==> config.mk <==
export PLATFORM = sky130hd
export DESIGN_NAME = sdhci_cmd_engine
export DESIGN_NICKNAME = d
export VERILOG_FILES = /design/src/rtl/sdhci_cmd_pkg.sv /design/src/rtl/sdhci_crc7.sv /design/src/rtl/sdhci_cmd_engine.sv
export SDC_FILE = /design/constraint.sdc
export NUM_CORES = 1
export LEC_CHECK = 0
export ABC_AREA = 1
export CAP_MARGIN = 10
export CORE_AREA = 5 5 169 171
export CTS_CLUSTER_SIZE = 28
export DETAILED_ROUTE_END_ITERATION = 10
export DIE_AREA = 0 0 174 176
export PLACE_DENSITY = 0.83
export SLEW_MARGIN = 20
export SYNTH_ARGS = -nofsm -noshare
export SYNTH_HDL_FRONTEND = slang
export SYNTH_SLANG_ARGS = --single-unit
==> constraint.sdc <==
create_clock -name clk_i -period 33.2 [get_ports clk_i]
set_input_delay 6.64 -clock clk_i [delete_from_list [all_inputs] [get_ports clk_i]]
set_output_delay 6.64 -clock clk_i [all_outputs]
set_load 0.01 [all_outputs]
==> src/rtl/sdhci_cmd_pkg.sv <==
// Shared types and constants for the SD command-line engine and its CRC7 helper.
package sdhci_cmd_pkg;

  typedef enum logic [1:0] {
    RSP_NONE    = 2'b00,
    RSP_136     = 2'b01,
    RSP_48      = 2'b10,
    RSP_48_BUSY = 2'b11
  } resp_type_e;

  typedef enum logic [2:0] {
    ST_IDLE,
    ST_TX,
    ST_WAIT_RSP,
    ST_RX,
    ST_DONE
  } cmd_state_e;

  localparam logic [6:0] CRC7_POLY     = 7'h09;  // x^7 + x^3 + 1
  localparam int         TOKEN_LEN     = 48;
  localparam int         TOKEN_CRC_LEN = 40;
  localparam int         RSP_SHORT_LEN = 48;
  localparam int         RSP_LONG_LEN  = 136;

  // Index of the last received bit (start bit is bit 0).
  function automatic logic [7:0] rsp_last_bit(resp_type_e t);
    return (t == RSP_136) ? 8'(RSP_LONG_LEN - 1) : 8'(RSP_SHORT_LEN - 1);
  endfunction

endpackage

==> src/rtl/sdhci_crc7.sv <==
// Serial CRC7 (x^7+x^3+1): synchronous clear, one bit per enabled cycle.
module sdhci_crc7
  import sdhci_cmd_pkg::*;
(
  input  logic       clk_i,
  input  logic       rst_i,
  input  logic       clr_i,
  input  logic       en_i,
  input  logic       bit_i,
  output logic [6:0] crc_o
);

  always_ff @(posedge clk_i or posedge rst_i) begin
    if (rst_i) begin
      crc_o <= '0;
    end else if (clr_i) begin
      crc_o <= '0;
    end else if (en_i) begin
      crc_o <= {crc_o[5:0], 1'b0} ^ ({7{bit_i ^ crc_o[6]}} & CRC7_POLY);
    end
  end

endmodule

==> src/rtl/sdhci_cmd_engine.sv <==
// SD CMD-line engine: sends a 48-bit command token and captures/checks the reply.
// Define SDHCI_CMD_RSP_CRC_EN to build the receive CRC7 checker.
module sdhci_cmd_engine
  import sdhci_cmd_pkg::*;
#(
  parameter int ResponseTimeout = 64
) (
  input  logic         clk_i,
  input  logic         rst_i,
  input  logic         sd_clk_en_i,
  input  logic         start_i,
  input  logic [5:0]   cmd_index_i,
  input  logic [31:0]  cmd_arg_i,
  input  logic [1:0]   resp_type_i,
  input  logic         check_index_i,
  input  logic         check_crc_i,
  input  logic         cmd_i,
  output logic         cmd_o,
  output logic         cmd_oe_o,
  output logic         busy_o,
  output logic         complete_o,
  output logic [119:0] response_o,
  output logic         timeout_err_o,
  output logic         crc_err_o,
  output logic         end_bit_err_o,
  output logic         index_err_o
);

  localparam logic [7:0] TimeoutCnt = 8'(ResponseTimeout);

  cmd_state_e   state_reg;
  resp_type_e   resp_type_reg;
  logic [5:0]   index_reg;
  logic         check_index_reg;
  logic [39:0]  tx_shift_reg;
  logic [7:0]   bit_cnt_reg;
  logic [7:0]   wait_cnt_reg;
  logic [134:0] rx_shift_reg;

  logic [6:0]   tx_crc;
  logic         accept;
  logic         tx_crc_en;
  logic         tx_bit;
  logic [135:0] rx_next;
  logic         is_long;
  logic         rx_last;
  logic         index_bad;
  logic         end_bad;
  logic         crc_bad;
  logic [7:0]   wait_cnt_next;

  assign accept        = (state_reg == ST_IDLE) && start_i;
  assign tx_crc_en     = (state_reg == ST_TX) && sd_clk_en_i && (bit_cnt_reg < 8'(TOKEN_CRC_LEN));
  assign rx_next       = {rx_shift_reg, cmd_i};
  assign is_long       = (resp_type_reg == RSP_136);
  assign rx_last       = (bit_cnt_reg == rsp_last_bit(resp_type_reg));
  assign index_bad     = check_index_reg && !is_long && (rx_next[45:40] != index_reg);
  assign end_bad       = !rx_next[0];
  assign wait_cnt_next = wait_cnt_reg + 8'd1;

  // Token bit: header+arg from the shifter, then the CRC7 MSB first, then the end bit.
  always_comb begin
    tx_bit = 1'b1;
    if (bit_cnt_reg < 8'(TOKEN_CRC_LEN)) begin
      tx_bit = tx_shift_reg[39];
    end else if (bit_cnt_reg < 8'(TOKEN_LEN - 1)) begin
      tx_bit = tx_crc[3'(8'd46 - bit_cnt_reg)];
    end
  end

  sdhci_crc7 u_tx_crc (
    .clk_i (clk_i),
    .rst_i (rst_i),
    .clr_i (accept),
    .en_i  (tx_crc_en),
    .bit_i (tx_shift_reg[39]),
    .crc_o (tx_crc)
  );

`ifdef SDHCI_CMD_RSP_CRC_EN
  logic       check_crc_reg;
  logic       rx_crc_en;
  logic [6:0] rx_crc;
  logic [7:0] unused_rx_bits;

  // Short replies cover the start bit onward; R2 skips the 8-bit header.
  assign rx_crc_en = sd_clk_en_i &&
                     (((state_reg == ST_WAIT_RSP) && !cmd_i && !is_long) ||
                      ((state_reg == ST_RX) &&
                       (is_long ? (bit_cnt_reg >= 8'd8 && bit_cnt_reg < 8'd128)
                                : (bit_cnt_reg < 8'(TOKEN_CRC_LEN)))));
  assign crc_bad        = check_crc_reg && (rx_crc != rx_next[7:1]);
  assign unused_rx_bits = rx_next[135:128];

  always_ff @(posedge clk_i or posedge rst_i) begin
    if (rst_i) begin
      check_crc_reg <= 1'b0;
    end else if (accept) begin
      check_crc_reg <= check_crc_i;
    end
  end

  sdhci_crc7 u_rx_crc (
    .clk_i (clk_i),
    .rst_i (rst_i),
    .clr_i (accept),
    .en_i  (rx_crc_en),
    .bit_i (cmd_i),
    .crc_o (rx_crc)
  );
`else
  logic [15:0] unused_rx_bits;

  assign crc_bad        = 1'b0;
  assign unused_rx_bits = {rx_next[135:128], rx_next[7:1], check_crc_i};
`endif

  always_ff @(posedge clk_i or posedge rst_i) begin
    if (rst_i) begin
      state_reg       <= ST_IDLE;
      resp_type_reg   <= RSP_NONE;
      index_reg       <= '0;
      check_index_reg <= 1'b0;
      tx_shift_reg    <= '0;
      bit_cnt_reg     <= '0;
      wait_cnt_reg    <= '0;
      rx_shift_reg    <= '0;
      cmd_o           <= 1'b1;
      cmd_oe_o        <= 1'b0;
      busy_o          <= 1'b0;
      complete_o      <= 1'b0;
      response_o      <= '0;
      timeout_err_o   <= 1'b0;
      crc_err_o       <= 1'b0;
      end_bit_err_o   <= 1'b0;
      index_err_o     <= 1'b0;
    end else begin
      complete_o    <= 1'b0;
      timeout_err_o <= 1'b0;
      crc_err_o     <= 1'b0;
      end_bit_err_o <= 1'b0;
      index_err_o   <= 1'b0;
      case (state_reg)
        ST_IDLE: begin
          cmd_o    <= 1'b1;
          cmd_oe_o <= 1'b0;
          if (start_i) begin
            index_reg       <= cmd_index_i;
            tx_shift_reg    <= {2'b01, cmd_index_i, cmd_arg_i};
            resp_type_reg   <= resp_type_e'(resp_type_i);
            check_index_reg <= check_index_i;
            bit_cnt_reg     <= '0;
            wait_cnt_reg    <= '0;
            busy_o          <= 1'b1;
            state_reg       <= ST_TX;
          end
        end
        ST_TX: begin
          if (sd_clk_en_i) begin
            cmd_o    <= tx_bit;
            cmd_oe_o <= 1'b1;
            if (bit_cnt_reg < 8'(TOKEN_CRC_LEN)) begin
              tx_shift_reg <= {tx_shift_reg[38:0], 1'b0};
            end
            if (bit_cnt_reg == 8'(TOKEN_LEN - 1)) begin
              bit_cnt_reg  <= '0;
              wait_cnt_reg <= '0;
              if (resp_type_reg == RSP_NONE) begin
                complete_o <= 1'b1;
                busy_o     <= 1'b0;
                state_reg  <= ST_DONE;
              end else begin
                state_reg <= ST_WAIT_RSP;
              end
            end else begin
              bit_cnt_reg <= bit_cnt_reg + 8'd1;
            end
          end
        end
        ST_WAIT_RSP: begin
          if (sd_clk_en_i) begin
            cmd_o        <= 1'b1;
            cmd_oe_o     <= 1'b0;
            rx_shift_reg <= rx_next[134:0];
            if (!cmd_i) begin
              bit_cnt_reg <= 8'd1;
              state_reg   <= ST_RX;
            end else begin
              wait_cnt_reg <= wait_cnt_next;
              if (wait_cnt_next == TimeoutCnt) begin
                timeout_err_o <= 1'b1;
                complete_o    <= 1'b1;
                busy_o        <= 1'b0;
                state_reg     <= ST_DONE;
              end
            end
          end
        end
        ST_RX: begin
          if (sd_clk_en_i) begin
            rx_shift_reg <= rx_next[134:0];
            if (rx_last) begin
              complete_o    <= 1'b1;
              busy_o        <= 1'b0;
              end_bit_err_o <= end_bad;
              index_err_o   <= index_bad;
              crc_err_o     <= crc_bad;
              response_o    <= is_long ? rx_next[127:8] : {88'b0, rx_next[39:8]};
              state_reg     <= ST_DONE;
            end else begin
              bit_cnt_reg <= bit_cnt_reg + 8'd1;
            end
          end
        end
        ST_DONE: begin
          cmd_o     <= 1'b1;
          cmd_oe_o  <= 1'b0;
          state_reg <= ST_IDLE;
        end
        default: state_reg <= ST_IDLE;
      endcase
    end
  end

endmodule

==> impl_results.md, run 1 <==
- Fin Hold WS: 0.471 ns
- Worst Hold Class: flop to flop
- Commonest non-fill, non-tap cell in the layout: nand2_1
- Post-CTS setup buffers: 0
- Routability congestion estimate: 0.888
- Synth Flop Type: dfrtp_1
- Layout cells sized above 1: 9.31%
- Initial Utilization: 52.6%
- Iteration count of the initial detailed-routing pass: 5
- Post_cts resized: 0
- TritonCTS clock tree: yes
- Tmin final: 9.14 ns
- Vias in the first global route: 10200
- Hpwl dp: 18.8 mm
- DRT antenna net count: 0
- Clk buf depth: 3
- Layout area overhead: 21.0%
- Asr flop ratio synth: 100%
- CP max stage cell: buf_4
- Wirelength per Cell: 14.9 um
- Avg Vias per Cell: 5.29
- CP bufs+invs: 4
- Final Net Count: 1663
- Root Driver: clkbuf_16
- Clock Latency Late Sink: 0.51 ns
- Post-synth EDFFs: 0
- Setup tns final: 0 ns
- Worst slew pin tran: 1.14 ns
- Overall global routing resource usage: 19.1%
- Register bit total from synthesis: 329
- Slew margin rel.: 23.7%
- PwrDens: 68.8 nW/um2
- Row count: 60
- Clock Pin Slew Worst Setup and Hold Paths: 0.06 ns
- Largest net degree at the start of global routing: 155
- Top cell by count, worst path: buf_4
- Delay-heaviest family, CP: buffers and inverters
- Critical path type: input port to flop
- Arr. time, crit path: 9.54 ns
- Crit-path cells: clkdlybuf4s50_1 > buf_4 > nand2_4 > buf_4 > buf_4 > nand2_1 > o21ai_0
- CP Data Required Time: 33.61 ns
- Grt ovf: 0
- Via count: 10500
- Crit path largest cell delay: 0.75 ns
- Max_cap viols: 0
- YS warnings: 0
- Cells after Synth: 1483
- Synth unique cells: 42
- TritonCTS Buffers: 35
- Final slew viol count: 0
- Number of flip-flops under the largest register name: 127
- # hold bufs at CTS: 0
- LEAKAGE: 7.57 nW
- Type of destination of the critical path: flop
- Die Footprint: 30600 um2
- Status: complete, no violations
- Initial antenna violation count: 0
- Syn avg cell area: 9.47 um2
- Clock Sinks: 329
- Max Clock Freq: 109 MHz
- Syn Nets: 1533
- IO Count: 175
- Worst clock skew: 0.0234 ns
- Final setup fails: 0
- Routed WL: 29.4 mm
- Fin. Hold Viols: 0
- Mapped Area: 14000 um2
- Starting DRT DRC Count: 875
- Final core utilization: 63.6%
- Largest fanout on the critical path: 102
- RSZ-0062 raised after global routing: false
- Crit path launch type: input port
- Port Buffer Count: 172
- Diode count: 0
- Crit share post-route: 27.5%
- Chip Width: 174 um
- DR DRC count: 0
- Most frequent cells in the layout: nand2_1 (373), dfrtp_1 (328), o21ai_0 (192), inv_1 (187), clkdlybuf4s50_1 (172)
- Worst VDD drop: 0.0614 mV
- CTS H-Tree Depth: 2
- Area of the core: 26700 um2
- First-pass GRT wire length: 49.9 mm
- Die H: 176 um
- Sequential share of the synthesized area: 58.6%
final timing paths:
check,from,to,slack [ns],cells past startpoint
worst min-delay path,response_o[22]$_DFFE_PP0P_,response_o[22]$_DFFE_PP0P_,0.47,2
worst max-delay path,sd_clk_en_i,rx_shift_reg[76]$_DFFE_PP0P_,24.07,7
worst min register to register,response_o[22]$_DFFE_PP0P_,response_o[22]$_DFFE_PP0P_,0.47,2
min in group asynchronous,rst_i,tx_shift_reg[5]$_DFFE_PP0P_,6.63,2
max in group asynchronous,rst_i,rx_shift_reg[115]$_DFFE_PP0P_,24.53,4
worst max register to register,resp_type_reg[1]$_DFFE_PP0P_,response_o[69]$_DFFE_PP0P_,29.85,8
per-layer routing:
| metal | track usage [%] | vias up | part of all wire, % |
|---|---|---|---|
| li1 | - | 5063 | - |
| met1 | 25.7 | 5041 | 44 |
| met2 | 31.9 | 281 | 48 |
| met3 | 3.60 | 65 | 5.1 |
| met4 | 6.00 | 0 | 2.8 |
| met5 | 0 | - | 0 |
cell type report:
type                       instances  area [um2]
inverter                         197         752
sequential                       329        8230
clock buffer                      49        1030
multi-input combinational        869        4640
fill                            2096        9730
timing repair buffer             181        1800
clock inverter                     8         120
tap                              341         427
report_power, final:
group          internal (mW)  leakage (nW)  switching (mW)  total (mW)
logic                 0.0812          2.59           0.200       0.281
registers              0.465          4.42          0.0345       0.500
clock network          0.239         0.561           0.151       0.389
cells in the mapped netlist (2+ instances only):
| cell type | number | area [um2] |
|---|---|---|
| nor2_4 | 3 | 33.8 |
| buf_8 | 2 | 30.0 |
| nor2_2 | 4 | 25.0 |
| nor2_1 | 55 | 206 |
| o31ai_1 | 21 | 158 |
| nand3_1 | 43 | 215 |
| buf_4 | 2 | 15.0 |
| inv_2 | 8 | 30.0 |
| buf_6 | 9 | 101 |
| xor2_1 | 6 | 52.6 |
| nand2_1 | 374 | 1400 |
| dfrtp_1 | 328 | 8210 |
| o211ai_1 | 38 | 285 |
| a21oi_1 | 22 | 110 |
| ha_1 | 3 | 37.5 |
| a22oi_1 | 2 | 15.0 |
| o31ai_2 | 66 | 826 |
| nand2_4 | 2 | 22.5 |
| buf_1 | 2 | 7.51 |
| nor3_2 | 2 | 20.0 |
| xnor2_1 | 2 | 17.5 |
| inv_1 | 188 | 706 |
| o21ai_0 | 192 | 961 |
| nor3_1 | 2 | 10.0 |
| o22ai_1 | 3 | 18.8 |
| o21ai_1 | 12 | 60.1 |
| nand4_1 | 5 | 31.3 |
| clkbuf_1 | 47 | 176 |
| nand3b_1 | 2 | 15.0 |
| buf_2 | 25 | 125 |
| o21bai_1 | 2 | 15.0 |
tightest hold or removal path: stages, from the launching register on:
cell,delay (ns)
dfrtp_1,0.34
nand2_1,0.05
nand2_1,0.05
metrics by stage:
stage	instances	power (mW)	area (um2)	worst slack, ns
after floorplan	1483	0.726	14000	17.45
after global placement	1917	0.767	15800	23.60
after detailed placement	1917	0.783	15800	23.56
after CTS	1974	1.18	17000	24.08
after global routing	1974	1.24	17000	23.74
final	1974	1.17	17000	24.07
cell families (layout without fill, tap and decap cells):
kind of cell	count (synthesis)	after routing	synth area share, %
xor+xnor	8	8	0.499
fa+ha+maj	3	3	0.267
simple gates	496	496	14.4
flops	329	329	58.6
buf+inv	285	435	8.56
other cells	1	1	0.0267
compound gates	361	361	17.6
No activity file was read; power rests on OpenSTA's default activity.
==> run 2, diff against run 1 <==
==> constraint.sdc (replaced) <==
create_clock -name clk_i -period 8.7 [get_ports clk_i]
set_input_delay 1.74 -clock clk_i [delete_from_list [all_inputs] [get_ports clk_i]]
set_output_delay 1.74 -clock clk_i [all_outputs]
set_load 0.01 [all_outputs]
==> impl_results.md, run 2 (same netlist as run 1, synthesis figures left out) <==
- Vias in the first global route: 10400 (+2.1%)
- CP Data Required Time: 9.07 ns (-24.54 ns)
- DRT antenna net count: 0 (unchanged)
- Crit path launch type: input port
- Root Driver: clkbuf_16
- Final setup fails: 0 (unchanged)
- Max Clock Freq: 241 MHz
- Wirelength per Cell: 15.0 um (+1.1%)
- Arr. time, crit path: 4.52 ns (-5.02 ns)
- Clk pwr share: 32.9% (-0.4 points)
- Chip Width: 174 um (unchanged)
- Layout area overhead: 21.2%
- TritonCTS clock tree: yes
- RSZ-0062 raised after global routing: false
- Post-placement cell count: 1916 (-0.052%)
- Clock Sinks: 329 (unchanged)
- Final Cell Area: 17000 um2 (+0.17%)
- IO Count: 175 (unchanged)
- Clock Pin Slew Worst Setup and Hold Paths: 0.06 ns (about the same)
- Hpwl dp: 19.0 mm (+0.78%)
- Grt ovf: 0 (unchanged)
- Area of the core: 26700 um2 (unchanged)
- Register area: 8230 um2 (unchanged)
- Flop pwr share: 42.8% (about the same)
- Non-filler cells, final: 1975 (+0.051%)
- Crit path largest cell delay: 1.06 ns (+0.31 ns)
- Post-CTS setup buffers: 0 (unchanged)
- Multi-input gate area: 4640 um2 (unchanged)
- Sw power: 1.47 mW (+280%)
- Fillers: 2067 (-1.4%)
- Initial Utilization: 52.6% (unchanged)
- Crit share post-route: 47.7%
- Avg Vias per Cell: 5.33 (+0.71%)
- Overall global routing resource usage: 19.3% (+0.22 points)
- Starting DRT DRC Count: 880 (+0.57%)
- Setup tns final: 0 ns (unchanged)
- DR DRC count: 0 (unchanged)
- Final Net Count: 1665 (+0.12%)
- Post_cts resized: 0 (unchanged)
- Status: complete, no violations
- Routed WL: 29.7 mm (+1.1%)
- TritonCTS Buffers: 36 (+2.9%)
- Iteration count of the initial detailed-routing pass: 7 (+2)
- First-pass GRT wire length: 50.3 mm (+0.81%)
- Worst Hold Class: flop to flop
- Diode count: 0 (unchanged)
- Worst clock skew: 0.0199 ns (-0.00344 ns)
- Routability congestion estimate: 0.862 (-2.9%)
- Most frequent cells in the layout: nand2_1 (373), dfrtp_1 (328), o21ai_0 (192), inv_1 (187), clkdlybuf4s50_1 (172)
- Commonest non-fill, non-tap cell in the layout: nand2_1
- Layout cells sized above 1: 9.24% (-0.067 points)
- Largest fanout on the critical path: 79 (-23%)
- Logic pwr share: 24.2% (+0.2 points)
- Max_cap viols: 0 (unchanged)
- Number of flip-flops under the largest register name: 127 (unchanged)
- Clk buf depth: 3 (unchanged)
- Final Power: 4.45 mW (+280%)
- # hold bufs at CTS: 0 (unchanged)
- PwrDens: 261 nW/um2 (+280%)
- Tmin final: 4.15 ns
- Fin. Hold Viols: 0 (unchanged)
- Type of destination of the critical path: flop
- Worst slew pin tran: 0.961 ns (-0.183 ns)
- Initial antenna violation count: 0 (unchanged)
- Die H: 176 um (unchanged)
- Slew margin rel.: 35.9% (+12 points)
- Clock Latency Late Sink: 0.51 ns (about the same)
- CP max stage cell: clkdlybuf4s50_1
- Row count: 60 (unchanged)
- CTS H-Tree Depth: 2 (unchanged)
- Placed inst area: 15800 um2 (about the same)
- Int Pwr: 2.98 mW (+280%)
- Port Buffer Count: 172 (unchanged)
- Critical path type: input port to flop
- LEAKAGE: 7.58 nW (+0.13%)
- Final slew viol count: 0 (unchanged)
- Die Footprint: 30600 um2 (unchanged)
- CP bufs+invs: 5 (+1)
- Sw frac: 33.1% (+0.22 points)
- Via count: 10500 (+0.77%)
- Worst VDD drop: 0.252 mV (+310%)
- Largest net degree at the start of global routing: 173 (+12%)
- Crit-path cells: clkdlybuf4s50_1 > inv_1 > nor2_4 > inv_2 > nor2_4 > inv_4 > nand2_4 > inv_2 > nand2_1 > o21ai_0
- Delay-heaviest family, CP: buffers and inverters
run 2: cell count changes in the layout (fill, tap and decap cells not counted):
cell      change
clkinv_2      +1
inv_6         +1
buf_16        +2
buf_4         -2
buf_12        +1
clkbuf_8      -3
clkbuf_1      +2
inv_8         -1
run 2: metrics by stage:
stage	utilization (%)	setup slack, ns	hold slack (ns)
floorplan	-	2.57	0.443
global placement	59.3	3.88	0.458
detailed placement	59.3	3.85	0.458
CTS	63.5	4.35	0.473
global route	63.7	4.37	0.494
finish	63.7	4.55	0.470
run 2: per-layer routing:
| metal | vias up | wire length (um) | global-route usage (%) |
|---|---|---|---|
| met1 | 5099 | 13000 | 25.6 |
| met5 | - | 0 | 0 |
| li1 | 5078 | - | - |
| met4 | 0 | 679 | 5.77 |
| met3 | 54 | 1620 | 3.64 |
| met2 | 299 | 14400 | 32.9 |
run 2: cell type report:
cell class,instances,area share (%)
clock buffers,48,5.86
clock inverters,9,0.742
inverters,197,4.39
multi-input cells,869,27.2
flip-flops and latches,329,48.4
well taps,341,2.51
repair buffers,182,10.9
run 2: path summary, 6_finish.rpt:
check / cells after the start / endpoint / start / slack, ns
max reg2reg: 9 / response_o[52]$_DFFE_PP0P_ / resp_type_reg[1]$_DFFE_PP0P_ / 5.80
min: 2 / response_o[24]$_DFFE_PP0P_ / response_o[24]$_DFFE_PP0P_ / 0.47
max: 10 / tx_shift_reg[39]$_DFFE_PP0P_ / sd_clk_en_i / 4.55
min reg2reg: 2 / response_o[24]$_DFFE_PP0P_ / response_o[24]$_DFFE_PP0P_ / 0.47
min in group asynchronous: 3 / response_o[62]$_DFFE_PP0P_ / rst_i / 1.81
max in group asynchronous: 5 / response_o[21]$_DFFE_PP0P_ / rst_i / 5.49
run 2: power groups by stage:
stage | clock [mW] | sequential (mW) | combinational, mW
after CTS | 1.50 | 1.90 | 1.08
after detailed placement | 0 | 1.93 | 1.06
final | 1.47 | 1.91 | 1.08
after floorplan | 0 | 1.89 | 0.881
after global placement | 0 | 1.92 | 1.01
after global routing | 1.56 | 1.93 | 1.23
run 2: tightest hold or removal path: stages, from the launching register on:
cell	delay [ns]
dfrtp_1	0.34
nand2_1	0.05
nand2_1	0.05
==> run 3, diff against run 2 <==
--- a/config.mk
+++ b/config.mk
@@ -7,11 +7,11 @@
 export LEC_CHECK = 0
 export ABC_AREA = 1
 export CAP_MARGIN = 10
-export CORE_AREA = 5 5 169 171
+export CORE_AREA = 5 5 174 176
 export CTS_CLUSTER_SIZE = 28
 export DETAILED_ROUTE_END_ITERATION = 10
-export DIE_AREA = 0 0 174 176
-export PLACE_DENSITY = 0.83
+export DIE_AREA = 0 0 179 181
+export PLACE_DENSITY = 0.82
 export SLEW_MARGIN = 20
 export SYNTH_ARGS = -nofsm -noshare
 export SYNTH_HDL_FRONTEND = slang
==> constraint.sdc (replaced) <==
create_clock -name clk_i -period 3.34 [get_ports clk_i]
set_input_delay 0.668 -clock clk_i [delete_from_list [all_inputs] [get_ports clk_i]]
set_output_delay 0.668 -clock clk_i [all_outputs]
set_load 0.01 [all_outputs]
==> impl_results.md, run 3 (same netlist as run 1, synthesis figures left out) <==
- Worst slew pin tran: 0.942 ns (-0.0188 ns)
- Clock Latency Late Sink: 0.49 ns (-0.02 ns)
- Post-CTS setup buffers: 0 (unchanged)
- Most frequent cells in the layout: nand2_1 (373), dfrtp_1 (328), o21ai_0 (192), inv_1 (187), clkdlybuf4s50_1 (172)
- Crit-path cells: nor2_2 > inv_4 > nand2_1 > nand3_1 > nor2_4 > nand2_8 > buf_12 > o31ai_1
- Hpwl dp: 19.7 mm (+3.7%)
- Clock Pin Slew Worst Setup and Hold Paths: 0.06 ns (about the same)
- Vias in the first global route: 10200 (-2.4%)
- Final core utilization: 60.6% (-3.1 points)
- Worst R2R End: response_o[65]$_DFFE_PP0P_
- CP bufs+invs: 2 (-3)
- Multi-input gate area: 4640 um2 (unchanged)
- Initial Utilization: 49.3% (-3.2 points)
- Crit path largest cell delay: 0.42 ns (-0.64 ns)
- R2R setup slack: 0.54 ns (-5.26 ns)
- RSZ-0062 raised after global routing: false
- Routability congestion estimate: 0.851 (-1.3%)
- Max_cap viols: 0 (unchanged)
- Arr. time, crit path: 3.17 ns (-1.35 ns)
- Iteration count of the initial detailed-routing pass: 5 (-2)
- IO Count: 175 (unchanged)
- Via count: 10400 (-0.97%)
- Fin. Hold Viols: 0 (unchanged)
- Fillers: 2305 (+12%)
- TritonCTS clock tree: yes
- Crit share post-route: 84.0%
- Largest fanout on the critical path: 82 (+3.8%)
- First-pass GRT wire length: 50.1 mm (-0.47%)
- R2R depth: 8 (-1)
- Post_cts resized: 0 (unchanged)
- Die Footprint: 32400 um2 (+5.8%)
- Final setup fails: 0 (unchanged)
- Type of destination of the critical path: flop
- Critical path depth: 8 (-2)
- Diode count: 0 (unchanged)
- DRT antenna net count: 0 (unchanged)
- Commonest non-fill, non-tap cell in the layout: nand2_1
- TritonCTS Buffers: 34 (-5.6%)
- Area of the core: 28500 um2 (+6.5%)
- Setup ws final: 0.536 ns (-4.01 ns)
- Avg Vias per Cell: 5.14 (-3.6%)
- Layout area overhead: 22.9%
- Final slew viol count: 0 (unchanged)
- Max Clock Freq: 357 MHz
- Overall global routing resource usage: 18.4% (-0.93 points)
- Worst VDD drop: 0.471 mV (+87%)
- Reg2reg start: resp_type_reg[1]$_DFFE_PP0P_
- Chip Width: 179 um (+2.9%)
- Launch point of the worst path: resp_type_reg[1]$_DFFE_PP0P_
- CP endpoint: response_o[65]$_DFFE_PP0P_
- Root Driver: clkbuf_16
- Initial antenna violation count: 0 (unchanged)
- CTS H-Tree Depth: 2 (unchanged)
- Setup WS pre-CTS: 0.567 ns (-3.29 ns)
- Worst Hold Class: flop to flop
- Largest net degree at the start of global routing: 141 (-18%)
- Row count: 62 (+3.3%)
- Delay-heaviest family, CP: simple AND/OR/NAND/NOR gates
- Slew margin rel.: 37.2% (+1.3 points)
- Die H: 181 um (+2.8%)
- LEAKAGE: 7.67 nW (+1.2%)
- Grt ovf: 0 (unchanged)
- Wirelength per Cell: 14.6 um (-3.1%)
- Final Power: 11.8 mW (+160%)
- PwrDens: 683 nW/um2 (+160%)
- Tmin final: 2.80 ns
- Status: complete, no violations
- DR DRC count: 0 (unchanged)
- CP Data Required Time: 3.71 ns (-5.36 ns)
- Worst clock skew: 0.00806 ns (-0.0119 ns)
- Crit path launch type: flop
- Critical path type: flop to flop
- # hold bufs at CTS: 0 (unchanged)
- CP max stage cell: nand2_8
- Starting DRT DRC Count: 681 (-23%)
- Register area: 8230 um2 (unchanged)
- Layout cells sized above 1: 9.91% (+0.67 points)
- Final Net Count: 1669 (+0.24%)
- Routed WL: 29.6 mm (-0.44%)
- Clk buf depth: 3 (unchanged)
- Port Buffer Count: 172 (unchanged)
- Number of flip-flops under the largest register name: 127 (unchanged)
- Clock Sinks: 329 (unchanged)
-- run 3: tightest hold or removal path, cell delays in order, from the launching register on --
cell     delay [ns]
dfrtp_1        0.34
nand2_1        0.05
nand2_1        0.05
-- run 3: cell type report --
cell class	instances	share of cell area, %
sequential	329	47.7
multi-input combinational	869	26.9
timing repair buffer	188	11.3
clock buffer	51	6.07
inverter	197	4.33
tap	384	2.78
clock inverter	11	0.928
-- run 3: how the worst min path moves through the flow --
stage | end | startpoint | slack, ns | depth (start not counted)
finish | response_o[10]$_DFFE_PP0P_ | response_o[10]$_DFFE_PP0P_ | 0.47 | 2
detailed placement | response_o[16]$_DFFE_PP0P_ | response_o[16]$_DFFE_PP0P_ | 0.46 | 2
global route | response_o[31]$_DFFE_PP0P_ | response_o[31]$_DFFE_PP0P_ | 0.50 | 2
CTS | response_o[10]$_DFFE_PP0P_ | response_o[10]$_DFFE_PP0P_ | 0.48 | 2
global placement | check_index_reg$_DFFE_PP0P_ | check_index_reg$_DFFE_PP0P_ | 0.46 | 2
floorplan | check_index_reg$_DFFE_PP0P_ | check_index_reg$_DFFE_PP0P_ | 0.44 | 2
-- run 3: power by group --
group / switching [mW] / internal [mW] / leakage [nW]
combinational: 1.98 / 0.866 / 2.66
sequential: 0.334 / 4.62 / 4.42
clock: 1.50 / 2.49 / 0.591
-- run 3: metrics by stage --
stage | setup TNS (ns) | hold WS (ns) | instance area [um2] | cells
after floorplan | -564.65 | 0.443 | 14000 | 1483
after global placement | 0 | 0.458 | 16100 | 1967
after detailed placement | 0 | 0.463 | 16100 | 1967
after CTS | 0 | 0.477 | 17300 | 2029
after global routing | 0 | 0.500 | 17300 | 2029
final | 0 | 0.475 | 17300 | 2029
-- run 3: routing by layer --
layer / vias to the layer above / global-route usage [%] / part of all wire [%]
met4: 0 / 4.64 / 2.2
met2: 306 / 29.9 / 48
met3: 44 / 3.70 / 6.4
met1: 5007 / 25.5 / 43
li1: 5071 / - / -
met5: - / 0 / 0
